File: src/rtl/fifo_ctrl_param.sv
// Purpose : pointer/level/flag controller for a cyclic FIFO RAM of any depth >= 2.
// Latency : accepted push visible on pop_valid_out / level_out one cycle later.
// Backpr. : push_grant_out low in FULL (and RESET); pop_valid_out low in EMPTY (and RESET).
//
// Ports:
//   clk, rst_n         clock, asynchronous active-low reset
//   flush_in           synchronous flush to EMPTY (ignored in RESET)
//   push_valid_in      producer request;  push_grant_out  space available
//   pop_grant_in       consumer request;  pop_valid_out   head word valid
//   wr_en_out/wr_addr  RAM write strobe and address
//   rd_en_out/rd_addr  pop-accepted strobe and head address
//   level_out          occupancy 0..FIFO_DEPTH
//   almost_full_out    level >= AF_THRESH
//   almost_empty_out   level <= AE_THRESH
//   ovf_err_out, udf_err_out  sticky misuse flags, only with FIFO_CTRL_ERR_EN defined
`timescale 1ns/1ps
module fifo_ctrl_param #(
  parameter int FIFO_DEPTH  = 5,
  parameter int ADDR_WIDTH  = $clog2(FIFO_DEPTH),
  parameter int LEVEL_WIDTH = $clog2(FIFO_DEPTH + 1),
  parameter int AF_THRESH   = FIFO_DEPTH - 1,
  parameter int AE_THRESH   = 1
) (
  input  logic                   clk,
  input  logic                   rst_n,
  input  logic                   flush_in,
  input  logic                   push_valid_in,
  output logic                   push_grant_out,
  input  logic                   pop_grant_in,
  output logic                   pop_valid_out,
  output logic                   wr_en_out,
  output logic                   rd_en_out,
  output logic [ADDR_WIDTH-1:0]  wr_addr,
  output logic [ADDR_WIDTH-1:0]  rd_addr,
  output logic [LEVEL_WIDTH-1:0] level_out,
  output logic                   almost_full_out,
  output logic                   almost_empty_out
`ifdef FIFO_CTRL_ERR_EN
  ,
  output logic                   ovf_err_out,
  output logic                   udf_err_out
`endif
);

  typedef enum logic [1:0] {
    ST_RESET  = 2'd0,
    ST_EMPTY  = 2'd1,
    ST_ACTIVE = 2'd2,
    ST_FULL   = 2'd3
  } state_t;

  localparam logic [ADDR_WIDTH-1:0]  PTR_LAST = ADDR_WIDTH'(FIFO_DEPTH - 1);
  localparam logic [LEVEL_WIDTH-1:0] LVL_FULL = LEVEL_WIDTH'(FIFO_DEPTH);
  localparam logic [LEVEL_WIDTH-1:0] LVL_AF   = LEVEL_WIDTH'(AF_THRESH);
  localparam logic [LEVEL_WIDTH-1:0] LVL_AE   = LEVEL_WIDTH'(AE_THRESH);

  state_t                 r_state;
  state_t                 w_state_nxt;
  logic [ADDR_WIDTH-1:0]  r_wr_ptr;
  logic [ADDR_WIDTH-1:0]  r_rd_ptr;
  logic [LEVEL_WIDTH-1:0] r_level;
  logic [ADDR_WIDTH-1:0]  w_wr_ptr_nxt;
  logic [ADDR_WIDTH-1:0]  w_rd_ptr_nxt;
  logic [LEVEL_WIDTH-1:0] w_level_nxt;
  logic [ADDR_WIDTH-1:0]  w_wr_ptr_inc;
  logic [ADDR_WIDTH-1:0]  w_rd_ptr_inc;
  logic                   w_push_acc;
  logic                   w_pop_acc;

  // Moore handshake outputs
  assign push_grant_out = (r_state == ST_EMPTY) || (r_state == ST_ACTIVE);
  assign pop_valid_out  = (r_state == ST_ACTIVE) || (r_state == ST_FULL);

  assign w_push_acc = push_valid_in & push_grant_out;
  assign w_pop_acc  = pop_grant_in & pop_valid_out;

  // Strobes are suppressed during a flush so the RAM never sees a write that is discarded
  assign wr_en_out = w_push_acc & ~flush_in;
  assign rd_en_out = w_pop_acc & ~flush_in;

  assign wr_addr          = r_wr_ptr;
  assign rd_addr          = r_rd_ptr;
  assign level_out        = r_level;
  assign almost_full_out  = (r_level >= LVL_AF);
  assign almost_empty_out = (r_level <= LVL_AE);

  // Explicit wrap so non-power-of-2 depths work
  assign w_wr_ptr_inc = (r_wr_ptr == PTR_LAST) ? '0 : r_wr_ptr + ADDR_WIDTH'(1);
  assign w_rd_ptr_inc = (r_rd_ptr == PTR_LAST) ? '0 : r_rd_ptr + ADDR_WIDTH'(1);

  always_comb begin
    w_state_nxt  = r_state;
    w_wr_ptr_nxt = r_wr_ptr;
    w_rd_ptr_nxt = r_rd_ptr;
    w_level_nxt  = r_level;
    if (r_state == ST_RESET) begin
      // Flush is ignored here; no handshake can be accepted in RESET
      w_state_nxt = ST_EMPTY;
    end else if (flush_in) begin
      w_state_nxt  = ST_EMPTY;
      w_wr_ptr_nxt = '0;
      w_rd_ptr_nxt = '0;
      w_level_nxt  = '0;
    end else begin
      if (w_push_acc) w_wr_ptr_nxt = w_wr_ptr_inc;
      if (w_pop_acc)  w_rd_ptr_nxt = w_rd_ptr_inc;
      case ({w_push_acc, w_pop_acc})
        2'b10:   w_level_nxt = r_level + LEVEL_WIDTH'(1);
        2'b01:   w_level_nxt = r_level - LEVEL_WIDTH'(1);
        default: w_level_nxt = r_level;
      endcase
      // Transitions look at the post-update level
      case (r_state)
        ST_EMPTY:  if (w_push_acc) w_state_nxt = ST_ACTIVE;
        ST_ACTIVE: begin
          if (w_level_nxt == LVL_FULL)  w_state_nxt = ST_FULL;
          else if (w_level_nxt == '0)   w_state_nxt = ST_EMPTY;
        end
        ST_FULL:   if (w_pop_acc) w_state_nxt = ST_ACTIVE;
        default:   w_state_nxt = ST_EMPTY;
      endcase
    end
  end

  always_ff @(posedge clk or negedge rst_n) begin
    if (!rst_n) begin
      r_state  <= ST_RESET;
      r_wr_ptr <= '0;
      r_rd_ptr <= '0;
      r_level  <= '0;
    end else begin
      r_state  <= w_state_nxt;
      r_wr_ptr <= w_wr_ptr_nxt;
      r_rd_ptr <= w_rd_ptr_nxt;
      r_level  <= w_level_nxt;
    end
  end

`ifdef FIFO_CTRL_ERR_EN
  logic r_ovf_err;
  logic r_udf_err;

  // Sticky misuse flags; flush clears and wins over a same-cycle set
  always_ff @(posedge clk or negedge rst_n) begin
    if (!rst_n) begin
      r_ovf_err <= 1'b0;
      r_udf_err <= 1'b0;
    end else if (flush_in) begin
      r_ovf_err <= 1'b0;
      r_udf_err <= 1'b0;
    end else begin
      r_ovf_err <= r_ovf_err | (push_valid_in & (r_state == ST_FULL));
      r_udf_err <= r_udf_err | (pop_grant_in & (r_state == ST_EMPTY));
    end
  end

  assign ovf_err_out = r_ovf_err;
  assign udf_err_out = r_udf_err;
`endif

endmodule

File: config.mk
export PLATFORM = sky130hd
export DESIGN_NAME = fifo_ctrl_param
export DESIGN_NICKNAME = d
export VERILOG_FILES = /design/src/rtl/fifo_ctrl_param.sv
export SDC_FILE = /design/constraint.sdc
export NUM_CORES = 1
export LEC_CHECK = 0
export BUFFER_PORTS_ARGS = -buffer_cell sky130_fd_sc_hd__buf_2
export CORE_MARGIN = 2
export CORE_UTILIZATION = 54
export DETAILED_ROUTE_END_ITERATION = 10
export PLACE_DENSITY = 0.79
export SYNTH_ARGS = -nofsm -noshare
export SYNTH_HDL_FRONTEND = slang
export SYNTH_SLANG_ARGS = --single-unit
File: constraint.sdc
create_clock -name clk -period 3.4 [get_ports clk]
set_clock_uncertainty 0.1 [all_clocks]
set_input_delay 0.68 -clock clk [delete_from_list [all_inputs] [get_ports clk]]
set_output_delay 0.68 -clock clk [all_outputs]
set_load 0.02 [all_outputs]
==> results.py, run 1 <==
metrics = {
    "sta": {
        "fmax_mhz": 317,
        "setup_slack_ns": 0.249,
        "maxSlewHeadroom_pct": 54.4,
        "finalHoldViolations": 0,
        "finalSetupTns_ns": 0,
        "slew_viol_final": 0,
        "period_share_pct": 92.7,
        "holdWs_ns": 0.172,
        "min_period_ns": 3.15,
        "setup_viol": 0,
        "rsz0062_at_grt": "no",
        "worstMarginPinSlew_ns": 0.684,
    },
    "die": {
        "fp-row-count": 15,
        "core_mm2": 0.00173,
        "dieArea_mm2": 0.00221,
        "die_x_um": 47.0,
        "io_pins": 20,
        "start_util_pct": 57.8,
        "die_h_um": 47.0,
    },
    "worst_setup_path": {
        "critPathLaunchType": "flop",
        "r2r_start": "r_state[0]",
        "cp_max_fo": 12,
        "reg2reg_to": "r_state[1]",
        "worstRegToRegCells": 10,
        "worstSetupPathType": "flop to flop",
        "crit_path_end_kind": "flop",
        "r2r_slack_ns": 0.25,
        "arrival_ns": 3.24,
        "required_ns": 3.49,
    },
    "yosys": {
        "ys_warn_count": 0,
        "synth_area_per_cell_um2": 8.82,
        "ys.flop_type": "dfrtp_1",
        "async_reset_ff_share_pct": 100,
        "synthTopCellsByArea": "dfrtp_1 (28%), ha_1 (19%), inv_1 (3.8%)",
        "synth_edf_count": 0,
        "synth-seq-cells": 11,
        "yosysUniqueCellTypes": 39,
        "synth_area_leader_cell": "dfrtp_1",
        "syn_area_um2": 997,
        "syn_nets": 133,
        "synth_top_area_share_pct": 27.6,
        "seq_area_frac_synth_pct": 27.6,
        "syn-instance-count": 113,
    },
    "power_and_ir_drop": {
        "p_total_uw": 880,
        "p_sw_share_pct": 51.6,
        "p_clk_share_pct": 10.7,
        "power_density_mw_per_mm2": 780,
        "ir_worst_vdd_mv": 0.666,
        "power.leakage_nw": 0.531,
        "p_int_uw": 426,
        "combPwrFrac_pct": 64.3,
        "p_sw_uw": 455,
        "seqPwrFrac_pct": 25.0,
    },
    "cts": {
        "path_clk_slew_ns": 0.08,
        "clock_sinks": 11,
        "cts.path.max_buffers": 2,
        "cts_hold_buf": 0,
        "cts_tree": "done",
        "insertion_delay_ns": 0.26,
        "htreeDepth": 1,
        "ctsResizeCount": 0,
        "cts-root-buf": "clkbuf_4",
        "cts_setup_buffers": 0,
        "numCtsBuffers": 3,
    },
    "place": {
        "gp_congestion": 0.781,
        "hpwl_um": 1520,
        "portBuffers": 19,
        "place_ws_ns": 0.312,
        "place_inst": 152,
        "placed_cell_area_mm2": 0.00110,
    },
    "global_route": {
        "grt_pass1_wl_um": 3270,
        "overflow": 0,
        "antenna_found_initial": 0,
        "grt_max_degree": 17,
        "grt_pass1_vias": 707,
        "grt_util_all_layers_pct": 20.6,
    },
    "detailed_routing": {
        "detail_route.first_pass.iterations": 4,
        "wire_per_inst_um": 13.2,
        "drc": 0,
        "drtIter0Drc": 14,
        "vias_per_cell": 5.64,
        "num_vias": 880,
        "ant_nets": 0,
        "wl_um": 2060,
    },
    "final_layout": {
        "drive_above_1_share_pct": 20.6,
        "finalNonFillerCells": 156,
        "regArea_um2": 275,
        "fin_nets": 152,
        "final_area_mm2": 0.00113,
        "antenna_cells": 0,
        "area_delta_synth_final_pct": 13.2,
        "utilization_pct": 65.4,
        "fill_cells": 164,
        "multi_input_area_um2": 659,
    },
    "job": {
        "maxCapViolCount": 0,
    },
    "status": {
        "status": "complete, no violations",
    },
    "worst_hold_path": {
        "hp-class": "primary input to async pin",
    },
}
-- synth_stat cells (all sizes together) (2+ instances only) --
cell / instances
ha: 15
dfrtp: 11
inv: 11
nand2: 10
nor2: 10
o21ai: 9
a21oi: 4
a211oi: 3
clkbuf: 3
nor3: 3
a2111oi: 2
a221oi: 2
a22o: 2
a2bb2oi: 2
and2: 2
buf: 2
mux2i: 2
nand3b: 2
nor4b: 2
o21bai: 2
o31ai: 2
-- flip-flops by register name, indices dropped and copies added (netlist names) --
signal,flops
wr_addr,3
level_out,3
r_state,2
rd_addr,3
-- worst max-delay path, cell delays in order (launching register included) --
cell and delay (ns):
dfrtp_1 0.42, inv_1 0.10, ha_1 0.24, or2_1 0.23, and2_1 0.21, ha_1 0.46, nor4bb_1 0.38, a211oi_2 0.09
and2_1 0.22, a211oi_1 0.37, mux2i_1 0.24
-- cell type report --
type / instances / area share, %
Tap cell: 25 / 2.77
Sequential cell: 11 / 24.4
Clock buffer: 4 / 2.33
Timing Repair Buffer: 19 / 8.43
Multi-Input combinational cell: 86 / 58.4
Inverter: 11 / 3.66
-- cell families (layout without fill, tap and decap cells) --
| kind of cell | after synthesis | in the layout | share of synthesized area (%) |
|---|---|---|---|
| AO/OA/AOI/OAI | 32 | 32 | 24.2 |
| multiplexers | 2 | 2 | 2.01 |
| buffers and inverters | 16 | 34 | 6.27 |
| AND/OR/NAND/NOR | 37 | 37 | 21.1 |
| flip-flops | 11 | 11 | 27.6 |
| adder cells (fa/ha/maj) | 15 | 15 | 18.8 |
-- how the worst max path moves through the flow --
stage,startpoint,endpoint,slack (ns),depth (start not counted)
floorplan,r_state[0],r_state[1],0.58,10
global placement,r_state[0],r_state[1],0.44,10
detailed placement,r_state[0],r_state[1],0.31,10
CTS,r_state[0],r_state[1],0.28,10
global route,r_state[0],r_state[1],0.03,10
finish,r_state[0],r_state[1],0.25,10
-- placed cells by master (no fill, tap or decap), types with 3 or more instances in the layout --
cell / instances
nor2_1: 9
a21oi_1: 4
nand2_1: 10
inv_1: 10
nor3_1: 3
o21ai_0: 7
clkbuf_4: 3
buf_2: 19
dfrtp_1: 11
ha_1: 15
-- power by group through the flow --
| stage | clock (mW) | sequential [mW] | combinational [mW] |
|---|---|---|---|
| detailed placement | 0 | 0.223 | 0.565 |
| floorplan | 0 | 0.232 | 0.427 |
| CTS | 0.0955 | 0.220 | 0.568 |
| global placement | 0 | 0.219 | 0.553 |
| finish | 0.0939 | 0.220 | 0.566 |
| global route | 0.0981 | 0.227 | 0.627 |
-- routing by layer --
metal	vias to the layer above	GRT usage, %	wire (µm)
met5	-	0	0
met4	0	5.00	23
met3	2	3.08	79
met2	23	32.3	923
met1	415	29.9	1040
li1	440	-	-
(Power assumes the default switching activity.)
==> inputs of run 2 (changes only) <==
--- a/config.mk
+++ b/config.mk
@@ -5,11 +5,12 @@
 export SDC_FILE = /design/constraint.sdc
 export NUM_CORES = 1
 export LEC_CHECK = 0
+export ABC_AREA = 1
 export BUFFER_PORTS_ARGS = -buffer_cell sky130_fd_sc_hd__buf_2
 export CORE_MARGIN = 2
-export CORE_UTILIZATION = 54
+export CORE_UTILIZATION = 53
 export DETAILED_ROUTE_END_ITERATION = 10
-export PLACE_DENSITY = 0.79
+export PLACE_DENSITY = 0.78
 export SYNTH_ARGS = -nofsm -noshare
 export SYNTH_HDL_FRONTEND = slang
 export SYNTH_SLANG_ARGS = --single-unit
==> run 2 against run 1 <==
Core utilization decreased by 1.0 points. Highest routed layer unchanged. Synthesized area decreased by 3.4%. Synthesized cell count increased by 13%. Via count decreased by 2.8%. Final cell count increased by 12%. Critical path depth increased by 4. First-iteration DRC count decreased by 50%. Critical endpoint is now r_state[0]. Clock power increased by 3.3%.
==> results.py, run 2 <==
metrics = {
    "cts": {
        "cts-root-buf": "clkbuf_4",
        "clock_sinks": 11,
        "ctsResizeCount": 0,
        "path_clk_slew_ns": 0.08,
        "cts_tree": "done",
        "htreeDepth": 1,
        "cts_setup_buffers": 0,
        "insertion_delay_ns": 0.28,
        "cts_hold_buf": 0,
        "numCtsBuffers": 3,
        "cts.path.max_buffers": 2,
    },
    "yosys": {
        "seq_area_frac_synth_pct": 28.6,
        "ys_warn_count": 0,
        "synth.most_common_cell": "nand2_1",
        "synth-seq-cells": 11,
        "synthTopCellsByArea": "dfrtp_1 (29%), ha_1 (19%), nand2_1 (12%)",
        "synth_commonest_cells": "nand2_1 (30), inv_1 (22), ha_1 (15)",
        "syn-instance-count": 128,
        "syn_area_um2": 963,
        "syn_nets": 148,
        "async_reset_ff_share_pct": 100,
        "synth_edf_count": 0,
        "synth_area_leader_cell": "dfrtp_1",
        "synth_top_area_share_pct": 28.6,
        "synth_area_per_cell_um2": 7.53,
        "yosysUniqueCellTypes": 21,
        "ys.flop_type": "dfrtp_1",
    },
    "die": {
        "core_mm2": 0.00173,
        "io_pins": 20,
        "die_x_um": 46.6,
        "die_h_um": 46.6,
        "start_util_pct": 55.8,
        "dieArea_mm2": 0.00217,
        "fp-row-count": 15,
    },
    "sta": {
        "min_period_ns": 2.42,
        "fmax_mhz": 413,
        "finalSetupTns_ns": 0,
        "worstMarginPinSlew_ns": 0.289,
        "setup_slack_ns": 0.978,
        "period_share_pct": 71.2,
        "finalHoldViolations": 0,
        "rsz0062_at_grt": "no",
        "slew_viol_final": 0,
        "setup_viol": 0,
        "maxSlewHeadroom_pct": 80.8,
    },
    "global_route": {
        "grt_max_degree": 12,
        "grt_pass1_vias": 754,
        "grt_util_all_layers_pct": 21.4,
        "overflow": 0,
        "antenna_found_initial": 0,
        "grt_pass1_wl_um": 3130,
    },
    "final_layout": {
        "finalNonFillerCells": 175,
        "fill_cells": 171,
        "antenna_cells": 0,
        "drive_above_1_share_pct": 26.7,
        "final_common_cell": "nand2_1",
        "area_delta_synth_final_pct": 15.3,
        "fin_nets": 171,
        "final_cell_mix": "nand2_1 (30), inv_1 (22), buf_2 (19)",
    },
    "worst_setup_path": {
        "r2r_slack_ns": 0.98,
        "crit_path_max_incr_delay_ns": 0.47,
        "cp_slowest_cell": "dfrtp_1",
        "arrival_ns": 2.50,
        "required_ns": 3.48,
        "cp_common_cell": "nand2_1",
        "crit_path_end_kind": "flop",
        "worstSetupPathType": "flop to flop",
        "cp_max_fo": 7,
        "critPathLaunchType": "flop",
        "crit_family": "simple AND/OR/NAND/NOR gates",
        "path_cells": "inv_1 -> ha_1 -> or2_4 -> nand2_4 -> inv_1 -> ha_1 -> nor2_1 -> nand3_1 -> nand2_2 -> nand2_1 -> nand3_2 -> nand2_2 -> nand2_1 -> nand2_1",
        "worstRegToRegCells": 14,
        "worstSetupPathDepth": 14,
        "critPathBufInv": 2,
    },
    "place": {
        "gp_congestion": 0.819,
        "place_ws_ns": 0.993,
        "place_inst": 171,
        "hpwl_um": 1560,
        "portBuffers": 19,
    },
    "power_and_ir_drop": {
        "power.leakage_nw": 0.666,
        "ir_worst_vdd_mv": 0.399,
        "power_density_mw_per_mm2": 842,
    },
    "detailed_routing": {
        "drc": 0,
        "detail_route.first_pass.iterations": 3,
        "drtIter0Drc": 7,
        "wire_per_inst_um": 11.1,
        "num_vias": 855,
        "vias_per_cell": 4.89,
        "ant_nets": 0,
        "wl_um": 1940,
    },
    "job": {
        "maxCapViolCount": 0,
    },
    "status": {
        "status": "complete, no violations",
    },
    "worst_hold_path": {
        "hp-class": "primary input to async pin",
    },
}
[run 2: power breakdown]
part           leakage, nW  internal (mW)  total [mW]  switching [mW]
registers            0.149          0.170       0.216          0.0464
logic                0.502          0.213       0.623           0.410
clock network       0.0150         0.0456      0.0970          0.0513
[run 2: cell type report]
type	count	area, µm²	share of cell area [%]
clock buffers	4	26.3	2.36
flip-flops and latches	11	275	24.8
multi-input cells	90	586	52.7
inverters	26	97.6	8.78
repair buffers	19	95.1	8.56
well taps	25	31.3	2.82
[run 2: logic make-up after synthesis]
logic type | share of synthesized area, %
compound gates | 9.87
fa+ha+maj | 19.5
buf+inv | 10.6
flops | 28.6
simple gates | 31.4
[run 2: final timing paths]
path | to | from
max | r_state[0] | r_state[0]
min | level_out[0] | rst_n
max reg2reg | r_state[0] | r_state[0]
min reg2reg | r_state[1] | r_state[1]
max in group asynchronous | wr_addr[0] | rst_n
min in group clk | r_state[1] | r_state[1]
[run 2: routing by layer]
metal / wire (µm) / part of all wire, % / vias up / global-route usage [%]
met2: 895 / 46 / 19 / 36.4
met1: 907 / 47 / 386 / 24.1
met5: 0 / 0 / - / 0
li1: - / - / 445 / -
met3: 93 / 4.8 / 5 / 5.49
met4: 44 / 2.3 / 0 / 11.7
[run 2: per-stage QoR]
step	utilization (%)	power, mW	area, µm²	hold WS, ns
after floorplan	-	0.695	963	0.284
after global placement	62.8	0.820	1080	0.440
after detailed placement	62.8	0.842	1080	0.454
after CTS	64.3	0.941	1110	0.158
after global routing	64.3	1.03	1110	0.158
final	64.3	0.936	1110	0.155
==> inputs of run 3 (changes only) <==
--- a/config.mk
+++ b/config.mk
@@ -5,12 +5,12 @@
 export SDC_FILE = /design/constraint.sdc
 export NUM_CORES = 1
 export LEC_CHECK = 0
-export ABC_AREA = 1
+export ABC_AREA = 0
 export BUFFER_PORTS_ARGS = -buffer_cell sky130_fd_sc_hd__buf_2
 export CORE_MARGIN = 2
-export CORE_UTILIZATION = 53
+export CORE_UTILIZATION = 48
 export DETAILED_ROUTE_END_ITERATION = 10
-export PLACE_DENSITY = 0.78
+export PLACE_DENSITY = 0.74
 export SYNTH_ARGS = -nofsm -noshare
 export SYNTH_HDL_FRONTEND = slang
 export SYNTH_SLANG_ARGS = --single-unit
==> constraint.sdc (replaced) <==
create_clock -name clk -period 2.1 [get_ports clk]
set_clock_uncertainty 0.1 [all_clocks]
set_input_delay 0.42 -clock clk [delete_from_list [all_inputs] [get_ports clk]]
set_output_delay 0.42 -clock clk [all_outputs]
set_load 0.02 [all_outputs]
==> run 3 against run 2 <==
The flow now finishes with violations (setup timing). Sequential cell count is the same. Count of clock-buffer cells in the layout is the same. Critical path depth shrank 4. Sequential share of layout area shrank 6.6 points. First-iteration DRC count grew 140%. Total power grew 120%. Combinational power grew to 2.5 times the previous value. Final cell count grew 5.1%. Via count grew 18%. Fmax shrank 4.7%. Critical path type unchanged.
==> results.py, run 3 (synthesized netlist as in run 1, its figures left out) <==
metrics = {
    "place": {
        "portBuffers": 19,
        "gp_congestion": 0.807,
        "hpwl_um": 1790,
        "place_ws_ns": -0.446,
        "placed_cell_area_mm2": 0.00139,
    },
    "worst_setup_path": {
        "cp_common_cell": "ha_4",
        "worstRegToRegCells": 10,
        "cp_max_fo": 6,
        "path_cells": "inv_2 -> ha_4 -> or2_4 -> and2_4 -> ha_4 -> buf_12 -> nor4b_4 -> a2111oi_2 -> a211oi_2 -> mux2i_1",
        "worstSetupPathType": "flop to flop",
        "arrival_ns": 2.59,
        "cp_slowest_cell": "a2111oi_2",
        "critPathLaunchType": "flop",
        "r2r_start": "r_state[0]",
        "critPathBufInv": 2,
        "r2r_slack_ns": -0.44,
        "crit_family": "compound AO/OA/AOI/OAI gates",
        "reg2reg_to": "r_state[1]",
        "crit_path_end_kind": "flop",
        "crit_path_max_incr_delay_ns": 0.49,
        "required_ns": 2.15,
    },
    "detailed_routing": {
        "detail_route.first_pass.iterations": 4,
        "maxUsedRoutingLayer": "met4",
        "route.met3.wl_um": 102,
        "ant_nets": 0,
        "dr_wl_met2_um": 1340,
        "wire_per_inst_um": 14.0,
        "drc": 0,
        "drt-met1-wl_um": 1110,
        "vias_per_cell": 5.46,
        "drtIter0Drc": 17,
        "wl_um": 2570,
        "num_vias": 1005,
    },
    "global_route": {
        "antenna_found_initial": 0,
        "grt_max_degree": 16,
        "grt_pass1_vias": 991,
        "grt_util_all_layers_pct": 22.6,
        "grt_pass1_wl_um": 4360,
        "overflow": 0,
    },
    "cts": {
        "clock_sinks": 11,
        "htreeDepth": 1,
        "path_clk_slew_ns": 0.08,
        "cts.path.max_buffers": 2,
        "numCtsBuffers": 3,
        "insertion_delay_ns": 0.27,
        "cts_tree": "done",
        "cts-root-buf": "clkbuf_4",
    },
    "final_layout": {
        "final_area_mm2": 0.00151,
        "antenna_cells": 0,
        "final_common_cell": "buf_4",
        "final_cell_mix": "buf_4 (24), buf_2 (17), dfrtp_1 (11)",
        "drive_above_1_share_pct": 47.1,
        "utilization_pct": 77.1,
        "fin_nets": 178,
        "area_delta_synth_final_pct": 51.7,
    },
    "power_and_ir_drop": {
        "p_int_mw": 1.10,
        "power_density_mw_per_mm2": 1360,
        "combPwrFrac_pct": 76.8,
        "power.leakage_nw": 0.691,
        "p_clk_share_pct": 7.3,
        "p_sw_uw": 960,
        "ir_worst_vdd_mv": 0.858,
        "seqPwrFrac_pct": 15.9,
        "p_sw_share_pct": 46.5,
    },
    "die": {
        "die_x_um": 49.6,
        "core_mm2": 0.00196,
        "io_pins": 20,
        "die_h_um": 49.6,
        "start_util_pct": 50.8,
        "dieArea_mm2": 0.00246,
        "fp-row-count": 16,
    },
    "status": {
        "status": "finished with violations",
        "violations": "setup timing",
    },
    "worst_hold_path": {
        "hp-class": "primary input to async pin",
    },
    "sta": {
        "maxSlewHeadroom_pct": 69.0,
        "setup_viol": 5,
        "fmax_mhz": 394,
        "worstMarginPinSlew_ns": 0.464,
        "min_period_ns": 2.54,
        "finalHoldViolations": 0,
        "rsz0062_at_grt": "yes",
        "period_share_pct": 121,
        "setup_slack_ns": -0.441,
        "slew_viol_final": 0,
    },
    "job": {
        "maxCapViolCount": 0,
    },
}
==> run 3: cell count changes in the layout (fill, tap and decap cells not counted), sizes merged, moves of 3 or more <==
| cell | previous run | this run |
|---|---|---|
| nand3 | 10 | 1 |
| a211oi | 0 | 3 |
| nand4 | 3 | 0 |
| nor3 | 0 | 3 |
| nand2 | 37 | 10 |
| inv | 26 | 11 |
| buf | 19 | 44 |
==> run 3: metal layers <==
metal	vias up	track usage, %
met1	488	28.1
met3	2	5.76
met4	0	6.48
met5	-	0
met2	21	38.4
li1	494	-
==> run 3: worst max path at each step <==
stage	startpoint	endpoint	slack (ns)	depth (start not counted)
2_1_floorplan	r_state[1]	r_state[1]	-0.42	10
3_3_place_gp	r_state[0]	r_state[1]	-0.41	10
3_5_place_dp	r_state[1]	r_state[0]	-0.45	9
4_1_cts	r_state[0]	r_state[0]	-0.45	10
5_1_grt	r_state[0]	r_state[1]	-0.56	11
6_report	r_state[0]	r_state[1]	-0.44	10
==> run 3: worst register-to-register path, delay by kind of cell (launching register included) <==
kind                       cells  cell delay [ns]
AOI/OAI and AO/OA              2             0.65
adders and majority gates      2             0.49
buffers and inverters          2             0.20
DFF                            1             0.41
muxes                          1             0.14
and+or+nand+nor                3             0.44
==> run 3: power by group through the flow <==
stage,clock network [mW],registers (mW),logic [mW]
after global routing,0.165,0.338,1.73
final,0.151,0.328,1.58
after detailed placement,0,0.330,1.41
after floorplan,0,0.383,0.887
after CTS,0.155,0.328,1.46
after global placement,0,0.328,1.38
==> run 3: metrics by stage <==
step | total power, mW | setup TNS [ns] | hold slack, ns | std cells
final | 2.06 | -1.30 | 0.446 | 184
after global routing | 2.23 | -1.93 | 0.465 | 184
after CTS | 1.94 | -1.32 | 0.446 | 181
after detailed placement | 1.74 | -1.23 | 0.212 | 175
after global placement | 1.71 | -1.06 | 0.205 | 175
after floorplan | 1.27 | -0.993 | 0.0244 | 113
==> run 3: final cells by class <==
| type | count | area, µm² |
|---|---|---|
| fillers | 147 | 449 |
| inverters | 11 | 43.8 |
| well taps | 27 | 33.8 |
| flip-flops and latches | 11 | 275 |
| multi-input cells | 86 | 812 |
| clock buffers | 4 | 26.3 |
| repair buffers | 45 | 322 |
==> run 3: what timing repair did <==
| action | CTS | global route |
|---|---|---|
| endpoints found under the hold margin | 11 | 0 |
| pin swaps | 6 | 1 |
| setup buffers | 1 | 3 |
| hold buffers | 1 | 0 |
| setup endpoints to repair | 7 | 7 |
| gates resized for setup | 5 | 11 |
| cloned | 0 | 0 |
